--- src/rtl/fifo_stream_out_if.sv ---
// Bus bundle between fifo_stream_out and its neighbours.
// FX2LP slave-FIFO signals, plus the byte stream handed to the downstream consumer.
// Modport master is the fifo_stream_out side. Modport slave is the FX2LP/consumer side.
//   flaga, fdata          : EP2 empty flag (active low) and data bus from FX2LP
//   faddr, sloe, slrd,    : FIFO select, output enable, read strobe, write strobe,
//   slwr, pkt_end           packet end towards FX2LP
//   out_data/valid/ready  : valid-ready byte stream towards the consumer
interface fifo_stream_out_if;
  logic       flaga;
  logic [7:0] fdata;
  logic [1:0] faddr;
  logic       sloe;
  logic       slrd;
  logic       slwr;
  logic       pkt_end;
  logic [7:0] out_data;
  logic       out_valid;
  logic       out_ready;

  modport master (
    input  flaga, fdata, out_ready,
    output faddr, sloe, slrd, slwr, pkt_end, out_data, out_valid
  );

  modport slave (
    output flaga, fdata, out_ready,
    input  faddr, sloe, slrd, slwr, pkt_end, out_data, out_valid
  );
endinterface

--- src/rtl/fifo_stream_out.sv ---
// Reads EP2 of an FX2LP slave FIFO and buffers the bytes into a valid-ready stream.
// Latency: a byte is on out_data one cycle after the edge that pushes it; slrd goes low 2 cycles after IDLE sees data.
// Backpressure: reading pauses once the buffer holds PAUSE_LEVEL bytes, and resumes when the consumer drains it below that level.
// Ports: clk/rst (sync, active high), bus (fifo_stream_out_if.master), clk_o (= clk),
//        level (buffer occupancy), rx_count (push counter, only with FIFO_STREAM_OUT_BYTE_COUNT_EN).
// Optional feature macro: FIFO_STREAM_OUT_BYTE_COUNT_EN adds the 16-bit wrapping rx_count output.
module fifo_stream_out #(
  parameter int DEPTH       = 8,
  parameter int PAUSE_LEVEL = DEPTH - 3
) (
  input  logic                     clk,
  input  logic                     rst,
  fifo_stream_out_if.master        bus,
  output logic                     clk_o,
  output logic [$clog2(DEPTH):0]   level
`ifdef FIFO_STREAM_OUT_BYTE_COUNT_EN
  ,
  output logic [15:0]              rx_count
`endif
);

  localparam int AW = $clog2(DEPTH);
  localparam int LW = AW + 1;

  typedef enum logic [1:0] {
    S_IDLE   = 2'd0,
    S_SELECT = 2'd1,
    S_READ   = 2'd2
  } state_t;

  state_t          state_q, state_d;
  logic            sloe_q, slrd_q;
  logic [7:0]      mem_q [DEPTH];
  logic [AW-1:0]   wr_ptr_q, rd_ptr_q;
  logic [LW-1:0]   level_q, level_d;
  logic            can_read;
  logic            push, pop;

  // Constant FX2LP controls: always EP2, never writing, never ending packets.
  assign bus.faddr   = 2'b00;
  assign bus.slwr    = 1'b1;
  assign bus.pkt_end = 1'b1;
  assign clk_o       = clk;

  assign bus.sloe      = sloe_q;
  assign bus.slrd      = slrd_q;
  assign bus.out_data  = mem_q[rd_ptr_q];
  assign bus.out_valid = (level_q != '0);
  assign level         = level_q;

  // EP2 has data and there is room beyond the two bytes that may still
  // land while the registered strobe catches up with a pause decision.
  assign can_read = bus.flaga && (level_q < LW'(PAUSE_LEVEL));

  // A byte is taken on every edge where the registered strobe is low and
  // EP2 is not empty. The full test is a backstop for unusual PAUSE_LEVEL values.
  assign push = !slrd_q && bus.flaga && (level_q != LW'(DEPTH));
  assign pop  = bus.out_valid && bus.out_ready;

  always_comb begin
    state_d = S_IDLE;
    case (state_q)
      S_IDLE:   state_d = can_read ? S_SELECT : S_IDLE;
      S_SELECT: state_d = S_READ;   // one cycle of bus turnaround after sloe falls
      S_READ:   state_d = can_read ? S_READ : S_IDLE;
      default:  state_d = S_IDLE;
    endcase
  end

  always_comb begin
    level_d = level_q;
    case ({push, pop})
      2'b10:   level_d = level_q + LW'(1);
      2'b01:   level_d = level_q - LW'(1);
      default: level_d = level_q;
    endcase
  end

  // Strobes are registered from the next state so that slrd is low exactly
  // while the FSM sits in READ and sloe is low in SELECT and READ.
  always_ff @(posedge clk) begin
    if (rst) begin
      state_q  <= S_IDLE;
      sloe_q   <= 1'b1;
      slrd_q   <= 1'b1;
      wr_ptr_q <= '0;
      rd_ptr_q <= '0;
      level_q  <= '0;
    end else begin
      state_q  <= state_d;
      sloe_q   <= (state_d == S_IDLE);
      slrd_q   <= (state_d != S_READ);
      level_q  <= level_d;
      if (push) wr_ptr_q <= wr_ptr_q + AW'(1);
      if (pop)  rd_ptr_q <= rd_ptr_q + AW'(1);
    end
  end

  // Storage needs no reset; the in-flight byte on a reset edge is dropped.
  always_ff @(posedge clk) begin
    if (!rst && push) mem_q[wr_ptr_q] <= bus.fdata;
  end

`ifdef FIFO_STREAM_OUT_BYTE_COUNT_EN
  logic [15:0] rx_count_q;

  always_ff @(posedge clk) begin
    if (rst)       rx_count_q <= '0;
    else if (push) rx_count_q <= rx_count_q + 16'd1;
  end

  assign rx_count = rx_count_q;
`endif

endmodule
--- src/flat_wrapper.sv ---
// flat-port wrapper written by rule: the top's interface ports become plain ports
module fifo_stream_out_flat 
#(
  parameter int DEPTH       = 8,
  parameter int PAUSE_LEVEL = DEPTH - 3
)
  (clk, rst, clk_o, level, bus_flaga, bus_fdata, bus_out_ready, bus_faddr, bus_sloe, bus_slrd, bus_slwr, bus_pkt_end, bus_out_data, bus_out_valid);
  fifo_stream_out_if bus_i ();
  input  logic clk;
  input  logic rst;
  output logic clk_o;
  output logic [$clog2(DEPTH):0] level;
  input wire logic [$bits(bus_i.flaga)-1:0] bus_flaga;
  input wire logic [$bits(bus_i.fdata)-1:0] bus_fdata;
  input wire logic [$bits(bus_i.out_ready)-1:0] bus_out_ready;
  output wire logic [$bits(bus_i.faddr)-1:0] bus_faddr;
  output wire logic [$bits(bus_i.sloe)-1:0] bus_sloe;
  output wire logic [$bits(bus_i.slrd)-1:0] bus_slrd;
  output wire logic [$bits(bus_i.slwr)-1:0] bus_slwr;
  output wire logic [$bits(bus_i.pkt_end)-1:0] bus_pkt_end;
  output wire logic [$bits(bus_i.out_data)-1:0] bus_out_data;
  output wire logic [$bits(bus_i.out_valid)-1:0] bus_out_valid;
  assign bus_i.flaga = bus_flaga;
  assign bus_i.fdata = bus_fdata;
  assign bus_i.out_ready = bus_out_ready;
  assign bus_faddr = bus_i.faddr;
  assign bus_sloe = bus_i.sloe;
  assign bus_slrd = bus_i.slrd;
  assign bus_slwr = bus_i.slwr;
  assign bus_pkt_end = bus_i.pkt_end;
  assign bus_out_data = bus_i.out_data;
  assign bus_out_valid = bus_i.out_valid;
  fifo_stream_out #(.DEPTH(DEPTH), .PAUSE_LEVEL(PAUSE_LEVEL)) u_core (.clk(clk), .rst(rst), .bus(bus_i), .clk_o(clk_o), .level(level));
endmodule
--- config.mk ---
export PLATFORM = sky130hd
export DESIGN_NAME = fifo_stream_out_flat
export DESIGN_NICKNAME = d
export VERILOG_FILES = /design/src/rtl/fifo_stream_out_if.sv /design/src/rtl/fifo_stream_out.sv /design/src/flat_wrapper.sv
export SDC_FILE = /design/constraint.sdc
export NUM_CORES = 1
export LEC_CHECK = 0
export BUFFER_PORTS_ARGS = -buffer_cell sky130_fd_sc_hd__buf_2
export CORE_AREA = 2 2 93 131
export DETAILED_ROUTE_END_ITERATION = 8
export DIE_AREA = 0 0 95 133
export PLACE_DENSITY = 0.47
export SLEW_MARGIN = 20
export SYNTH_ARGS = -nofsm -noshare
export SYNTH_HDL_FRONTEND = slang
export SYNTH_SLANG_ARGS = --single-unit
--- constraint.sdc ---
create_clock -name clk -period 6.6 [get_ports clk]
set_clock_uncertainty 0.15 [all_clocks]
set_input_delay 1.32 -clock clk [delete_from_list [all_inputs] [get_ports clk]]
set_output_delay 1.32 -clock clk [all_outputs]
set_load 0.01 [all_outputs]
==> results of run 1 <==
[kinds of logic after synthesis]
kind of cell | share of synthesized area (%)
multiplexers | 15.6
AO/OA/AOI/OAI | 2.85
other | 0.222
flip-flops | 66.9
XOR/XNOR | 1.30
adder cells (fa/ha/maj) | 1.48
AND/OR/NAND/NOR | 7.81
buffers and inverters | 3.78
[placed cells by master, fill, tap and decap left out, types with 5 or more instances in the layout]
cell       instances
o21ai_0            5
nand3_1            6
mux2_2             9
nor2_1            14
dfxtp_1           17
clkbuf_16         12
edfxtp_1          64
mux4_1            15
buf_2             27
nand2_1            9
[state kept, by name, indices dropped and copies added, names as in the netlist, named ones only]
| name | cells |
|---|---|
| u_core.rd_ptr_q | 3 |
| u_core.state_q | 2 |
| u_core.bus.sloe | 1 |
| u_core.wr_ptr_q | 3 |
| u_core.level | 4 |
| u_core.bus.slrd | 1 |
| u_core.mem_q | 64 |
[per-layer routing]
layer / GRT usage (%) / wire [um]
met1: 12.7 / 2650
met2: 18.6 / 3460
met5: 0 / 0
met3: 3.19 / 207
met4: 7.65 / 168
[critical path: stages]
cell       delay [ns]
clkbuf_16        0.12
clkbuf_16        0.12
buf_2            0.13
[final timing paths]
kind	from	to	slack, ns	depth (start not counted)
min reg2reg	u_core.state_q[1]	u_core.state_q[0]	0.28	1
max	clk	clk_o	1.46	3
min	u_core.state_q[1]	u_core.state_q[0]	0.28	1
max reg2reg	u_core.level[2]	u_core.level[2]	3.91	10
[final cells by class]
type	instances	area (sq um)
fillers	1112	7590
flip-flops and latches	81	2260
multi-input cells	105	1040
clock buffers	13	305
well taps	147	184
repair buffers	27	138
clock inverters	7	47.5
inverters	5	18.8
[power breakdown]
| part | internal (mW) | switching (mW) | leakage, nW |
|---|---|---|---|
| Combinational | 0.111 | 0.0820 | 0.474 |
| Clock | 0.335 | 0.210 | 0.172 |
| Sequential | 0.566 | 0.0436 | 0.713 |
| Total | 1.01 | 0.336 | 1.36 |
==> results.json, run 1 <==
{
  "detail_route.first_pass.iterations": 4,
  "area_growth_pct": 18.1,
  "synth_area_per_cell_sq_um": 16.5,
  "hold_buffers": 0,
  "cts_resized": 0,
  "die_area_sq_mm": 0.0126,
  "grt_setup_unrepaired": "no",
  "p_per_area_mw_per_mm2": 337,
  "place_ws_ns": 1.72,
  "dp.final_hpwl_mm": 4.06,
  "fp.dieW_um": 95,
  "clk_pin_slew_ns": 0.06,
  "synth_flop_cell": "edfxtp_1",
  "hp-class": "reg2reg",
  "synth_cells": 205,
  "arrival_ns": 3.67,
  "design_area_sq_mm": 0.00399,
  "synth_edf_count": 64,
  "p_leak_nw": 1.36,
  "yosys.area.top_type": "edfxtp_1",
  "drc": 0,
  "worstSetupStartpointType": "clock port",
  "clkLatencyLatePin_ns": 0.44,
  "wl_per_cell_um": 16.8,
  "ys_ff_latch": 81,
  "critical_path_class": "clk2out",
  "n_antenna_cell": 0,
  "setup_viol": 0,
  "num_rows": 47,
  "status": "finished clean",
  "cts_tree": "yes",
  "yosysWarnings": 0,
  "die_h_um": 133,
  "drtIter0Drc": 76,
  "tns_ns": 0,
  "place.gp.congestion": 0.727,
  "postRouteAntennaNets": 0,
  "fin_cells": 385,
  "io_buffers": 27,
  "worstSetupEndpointType": "primary output",
  "syn_area_sq_mm": 0.00338,
  "layout-drive-gt1-share_pct": 26.9,
  "initial_utilization_pct": 29.2,
  "grt_pass1_vias": 1848,
  "grt.total_usage_pct": 11.4,
  "whs_ns": 0.283,
  "dp_cells": 366,
  "drv_cap": 0,
  "synth_area_leaders": "edfxtp_1 57%, mux4_1 12%, dfxtp_1 10%",
  "dpl_cell_area_sq_mm": 0.00364,
  "postCtsSetupBuffers": 0,
  "num_vias": 1785,
  "grt_pass1_wl_mm": 9.97,
  "synthTopCellsByCount": "64 x edfxtp_1, 17 x dfxtp_1, 15 x mux4_1",
  "antenna_found_initial": 0,
  "slew_violations": 0,
  "finalPower_mw": 1.35,
  "io_pins": 32,
  "yosysMostFrequentCell": "edfxtp_1",
  "required_ns": 5.13,
  "relSlewSlack_pct": 28.9,
  "yosys.area.top_type_share_pct": 56.9,
  "vdd_drop_max_v": 0.000131,
  "core_area_sq_mm": 0.0116,
  "grt_overflow": 0,
  "ys_types": 38,
  "post-route-util_pct": 34.5,
  "layout_setup_ws_ns": 1.46,
  "cp_max_fo": 2,
  "final_nets": 249,
  "max_slew.worst_pin.slew_ns": 1.06,
  "hold_viol": 0,
  "via_per_inst": 4.64,
  "grt_max_degree": 26,
  "seq_area_frac_synth_pct": 66.9,
  "wl_mm": 6.48,
  "synth_async_sr_flop_share_pct": 0
}
(Power assumes the default switching activity.)
==> run 2, diff against run 1 <==
Settings changed: PLACE_DENSITY 0.47 to 0.49.
Clock period 6.6 ns to 4.57 ns, I/O delays scaled along.
==> run 2 against run 1 <==
Cell area increased by 0.38%. Clock-buffer cell count increased by 1. Die area unchanged. Setup slack got worse by 0.61 ns. Sequential cell count unchanged. Hold slack improved by 0.0059 ns. Sequential power increased by 44%. Critical path depth unchanged.
==> results.json, run 2 (synthesis results as in run 1) <==
{
  "multiInputGateArea_sq_mm": 0.00101,
  "status": "finished clean",
  "p_int_mw": 1.51,
  "layout_setup_ws_ns": 0.848,
  "drv_cap": 0,
  "arrival_ns": 2.66,
  "n_antenna_cell": 0,
  "area_growth_pct": 18.6,
  "via_per_inst": 4.60,
  "initial_utilization_pct": 29.2,
  "combPwrFrac_pct": 13.8,
  "max_slew.worst_pin.slew_ns": 0.975,
  "crit_path_cell_trace": "clkbuf_16 -> clkbuf_16 -> buf_2",
  "p_leak_nw": 1.38,
  "crit_top_cell": "clkbuf_16",
  "place.gp.congestion": 0.673,
  "io_buffers": 27,
  "relSlewSlack_pct": 34.8,
  "io_pins": 32,
  "setup_viol": 0,
  "hold_viol": 0,
  "netSwitchingPower_uw": 469,
  "final_cell_mix": "64 x edfxtp_1, 27 x buf_2, 17 x dfxtp_1",
  "hp-class": "reg2reg",
  "postRouteAntennaNets": 0,
  "core_area_sq_mm": 0.0116,
  "post-route-util_pct": 34.6,
  "fin_cells": 388,
  "regMostFlops": "u_core.mem_q",
  "grt_overflow": 0,
  "grt_pass1_wl_mm": 9.45,
  "wl_per_cell_um": 15.4,
  "num_vias": 1784,
  "regArea_sq_mm": 0.00226,
  "hold_buffers": 0,
  "tns_ns": 0,
  "swShare_pct": 23.7,
  "clk_pin_slew_ns": 0.06,
  "antenna_found_initial": 0,
  "dp_cells": 369,
  "cts_resized": 0,
  "worstSetupEndpointType": "primary output",
  "wl_mm": 5.99,
  "required_ns": 3.51,
  "critical_path_class": "clk2out",
  "largest_reg_flops": 64,
  "drc": 0,
  "die_h_um": 133,
  "worstSetupStartpointType": "clock port",
  "dp.final_hpwl_mm": 3.75,
  "num_rows": 47,
  "n_fill_cell": 1102,
  "grt_setup_unrepaired": "no",
  "drtIter0Drc": 94,
  "slew_violations": 0,
  "clkLatencyLatePin_ns": 0.44,
  "final_nets": 252,
  "die_area_sq_mm": 0.0126,
  "layout-drive-gt1-share_pct": 26.6,
  "critical_path.top_delay_family": "buffers and inverters",
  "place_ws_ns": 1.11,
  "mostFrequentLayoutCell": "edfxtp_1",
  "fp.dieW_um": 95,
  "critPathBufInv": 3,
  "vdd_drop_max_v": 0.000250,
  "detail_route.first_pass.iterations": 4,
  "cpMaxStageDelayCell": "clkbuf_16",
  "cp_max_fo": 2,
  "clkPwrFrac_pct": 41.8,
  "grt.total_usage_pct": 10.4,
  "pwr-share-seq_pct": 44.3,
  "cpPeakStageDelay_ns": 0.13,
  "grt_max_degree": 26,
  "postCtsSetupBuffers": 0,
  "cts_tree": "yes",
  "grt_pass1_vias": 1766,
  "p_per_area_mw_per_mm2": 495
}
[run 2: cell count changes in the layout (fill, tap and decap cells not counted), sizes merged]
cell,change
buf,+3
clkinv,-2
bufinv,+1
clkbuf,+1
[run 2: path summary, 6_finish.rpt]
path,endpoint,start,slack (ns),cells past startpoint
max reg2reg,u_core.level[2],u_core.level[2],1.94,10
min reg2reg,u_core.state_q[0],u_core.state_q[1],0.29,1
min,u_core.state_q[0],u_core.state_q[1],0.29,1
max,clk_o,clk,0.85,3
[run 2: layout make-up]
cell class,instances,area share [%]
inverter,5,0.468
timing repair buffer,30,4.00
tap,147,4.59
clock buffer,14,7.71
multi-input combinational,105,25.3
sequential,81,56.4
clock inverter,6,1.47
[run 2: routing by layer]
layer | vias to the layer above | wire length, um | GRT usage (%)
met5 | - | 0 | 0
met4 | 0 | 114 | 5.48
met3 | 12 | 249 | 2.85
met2 | 39 | 3130 | 17.0
met1 | 874 | 2490 | 12.3
li1 | 859 | - | -
[run 2: power by group through the flow]
| stage | clock (mW) | combinational [mW] | sequential, mW |
|---|---|---|---|
| after floorplan | 0.0180 | 0.270 | 0.854 |
| after global placement | 0.0132 | 0.276 | 0.898 |
| after detailed placement | 0.0132 | 0.278 | 0.899 |
| after CTS | 0.854 | 0.279 | 0.884 |
| after global routing | 0.885 | 0.306 | 0.890 |
| final | 0.830 | 0.274 | 0.879 |
[run 2: through the flow]
stage	power [mW]	hold slack, ns	instance area, sq um
after CTS	2.02	0.292	4010
final	1.98	0.289	4010
after floorplan	1.14	0.264	3390
after detailed placement	1.19	0.284	3640
after global routing	2.08	0.297	4010
after global placement	1.19	0.275	3640
==> run 3, diff against run 2 <==
Settings changed: ABC_AREA from default to 1, CORE_AREA 2 2 93 131 to 2 2 93 130, DIE_AREA 0 0 95 133 to 0 0 95 132, PLACE_DENSITY 0.49 to 0.47.
Clock period 4.57 ns to 3.7 ns, I/O delays scaled along.
==> run 3 against run 2 <==
Sequential power rose by 23%. Sequential share of layout area rose by 0.35 points. Setup slack got worse by 0.26 ns. Critical path depth stayed put. Largest power group unchanged. Highest routed layer unchanged.
==> results.json, run 3 <==
{
  "synthTopCellsByCount": "73 x nor2_1, 64 x edfxtp_1, 42 x o21ai_0",
  "final_cell_mix": "73 x nor2_1, 64 x edfxtp_1, 42 x o21ai_0",
  "netSwitchingPower_uw": 937,
  "clk_pin_slew_ns": 0.06,
  "regArea_sq_mm": 0.00226,
  "die_h_um": 132,
  "ys_types": 25,
  "antenna_found_initial": 0,
  "worstSetupStartpointType": "clock port",
  "synth_async_sr_flop_share_pct": 0,
  "synth_area_leaders": "edfxtp_1 58%, dfxtp_1 10%, nor2_1 8.2%",
  "clkPwrFrac_pct": 35.8,
  "synth_area_per_cell_sq_um": 11.1,
  "layout-drive-gt1-share_pct": 16.7,
  "final_nets": 353,
  "dp.final_hpwl_mm": 5.27,
  "grt_overflow": 0,
  "postRouteAntennaNets": 0,
  "cpMaxStageDelayCell": "buf_2",
  "drtIter0Drc": 113,
  "area_growth_pct": 19.7,
  "cpPeakStageDelay_ns": 0.13,
  "io_pins": 32,
  "initial_utilization_pct": 29.4,
  "syn_area_sq_mm": 0.00333,
  "io_buffers": 27,
  "hold_viol": 0,
  "n_antenna_cell": 0,
  "cts_resized": 0,
  "via_per_inst": 4.56,
  "synth_cells": 301,
  "hp-class": "reg2reg",
  "grt_pass1_vias": 2270,
  "pwr-share-seq_pct": 37.2,
  "ys_ff_latch": 81,
  "max_slew.worst_pin.slew_ns": 0.923,
  "yosys.area.top_type": "edfxtp_1",
  "place.gp.congestion": 0.785,
  "seq_area_frac_synth_pct": 68.0,
  "p_int_mw": 1.97,
  "hold_buffers": 0,
  "grt_pass1_wl_mm": 12.1,
  "worstSetupEndpointType": "primary output",
  "vdd_drop_max_v": 0.000390,
  "grt_max_degree": 33,
  "crit_top_cell": "clkbuf_16",
  "combPwrFrac_pct": 27.0,
  "arrival_ns": 2.22,
  "mostFrequentLayoutCell": "nor2_1",
  "regMostFlops": "u_core.mem_q",
  "crit_path_cell_trace": "clkbuf_16 -> clkbuf_16 -> buf_2",
  "postCtsSetupBuffers": 0,
  "grt_setup_unrepaired": "no",
  "yosysMostFrequentCell": "nor2_1",
  "whs_ns": 0.298,
  "n_fill_cell": 1133,
  "drc": 0,
  "relSlewSlack_pct": 38.2,
  "num_rows": 46,
  "fp.dieW_um": 95,
  "synth_edf_count": 64,
  "num_vias": 2212,
  "swShare_pct": 32.2,
  "core_area_sq_mm": 0.0113,
  "clkLatencyLatePin_ns": 0.45,
  "yosys.area.top_type_share_pct": 57.7,
  "detail_route.first_pass.iterations": 5,
  "yosysWarnings": 0,
  "setup_viol": 0,
  "status": "finished clean",
  "cts_tree": "yes",
  "p_per_area_mw_per_mm2": 731,
  "multiInputGateArea_sq_um": 907,
  "cp_max_fo": 2,
  "critical_path_class": "clk2out",
  "largest_reg_flops": 64,
  "wl_mm": 7.87,
  "tns_ns": 0,
  "drv_cap": 0,
  "p_leak_nw": 1.47,
  "synth_flop_cell": "edfxtp_1",
  "required_ns": 2.81,
  "die_area_sq_mm": 0.0125,
  "grt.total_usage_pct": 13.5,
  "wl_per_cell_um": 16.2,
  "slew_violations": 0
}
run 3: cell types whose count changed after synthesis, sizes merged, moves of 9 or more:
cell and delta:
mux4 -16, nand2 +11, o21ai +37, nor2 +60
inv +18, mux2 -9
run 3: path summary, 6_finish.rpt:
kind,slack [ns],depth (start not counted),to,start
min,0.30,1,u_core.rd_ptr_q[2],u_core.rd_ptr_q[2]
max,0.59,3,clk_o,clk
min reg2reg,0.30,1,u_core.rd_ptr_q[2],u_core.rd_ptr_q[2]
max reg2reg,1.43,6,u_core.mem_q[3][1],u_core.level[1]
run 3: logic make-up (layout without fill, tap and decap cells):
kind of cell / after synthesis / count (layout) / share of synthesized area (%)
AO/OA/AOI/OAI: 67 / 67 / 11.1
XOR/XNOR: 4 / 4 / 1.05
adder cells (fa/ha/maj): 4 / 4 / 1.50
buffers and inverters: 37 / 75 / 5.00
flip-flops: 81 / 81 / 68.0
other: 2 / 4 / 0.226
AND/OR/NAND/NOR: 106 / 106 / 13.1
run 3: cell type report:
type	count	area share, %
clock buffer	13	7.67
clock inverter	6	1.48
inverter	23	2.17
multi-input combinational	185	22.8
sequential	81	56.8
tap	144	4.52
timing repair buffer	33	4.59
run 3: critical path, delay by kind of cell:
kind     cells  cell delay [ns]
buf+inv      3             0.37
run 3: metal layers:
metal  vias up  share of wire [%]  routed length (um)  global-route usage (%)
li1       1111                  -                   -                       -
met1      1044                 42                3340                    15.0
met2        46                 52                4080                    23.1
met3        11                3.5                 274                    3.26
met4         0                2.2                 177                    7.41
met5         -                  0                   0                       0
run 3: through the flow:
step	cell area, sq um	util [%]	power (mW)	cells	worst slack [ns]
after floorplan	3340	-	1.67	303	0.841
after global placement	3620	32.0	1.91	467	0.845
after detailed placement	3620	32.0	1.91	467	0.845
after CTS	3980	35.1	2.94	485	0.584
after global routing	3980	35.1	3.09	485	0.583
final	3980	35.1	2.91	485	0.590
run 3: power groups by stage:
stage	sequential [mW]	combinational (mW)	clock, mW
3_3_place_gp	1.10	0.787	0.0163
6_report	1.08	0.786	1.04
5_1_grt	1.09	0.899	1.10
3_5_place_dp	1.10	0.790	0.0163
2_1_floorplan	1.11	0.535	0.0223
4_1_cts	1.08	0.792	1.06
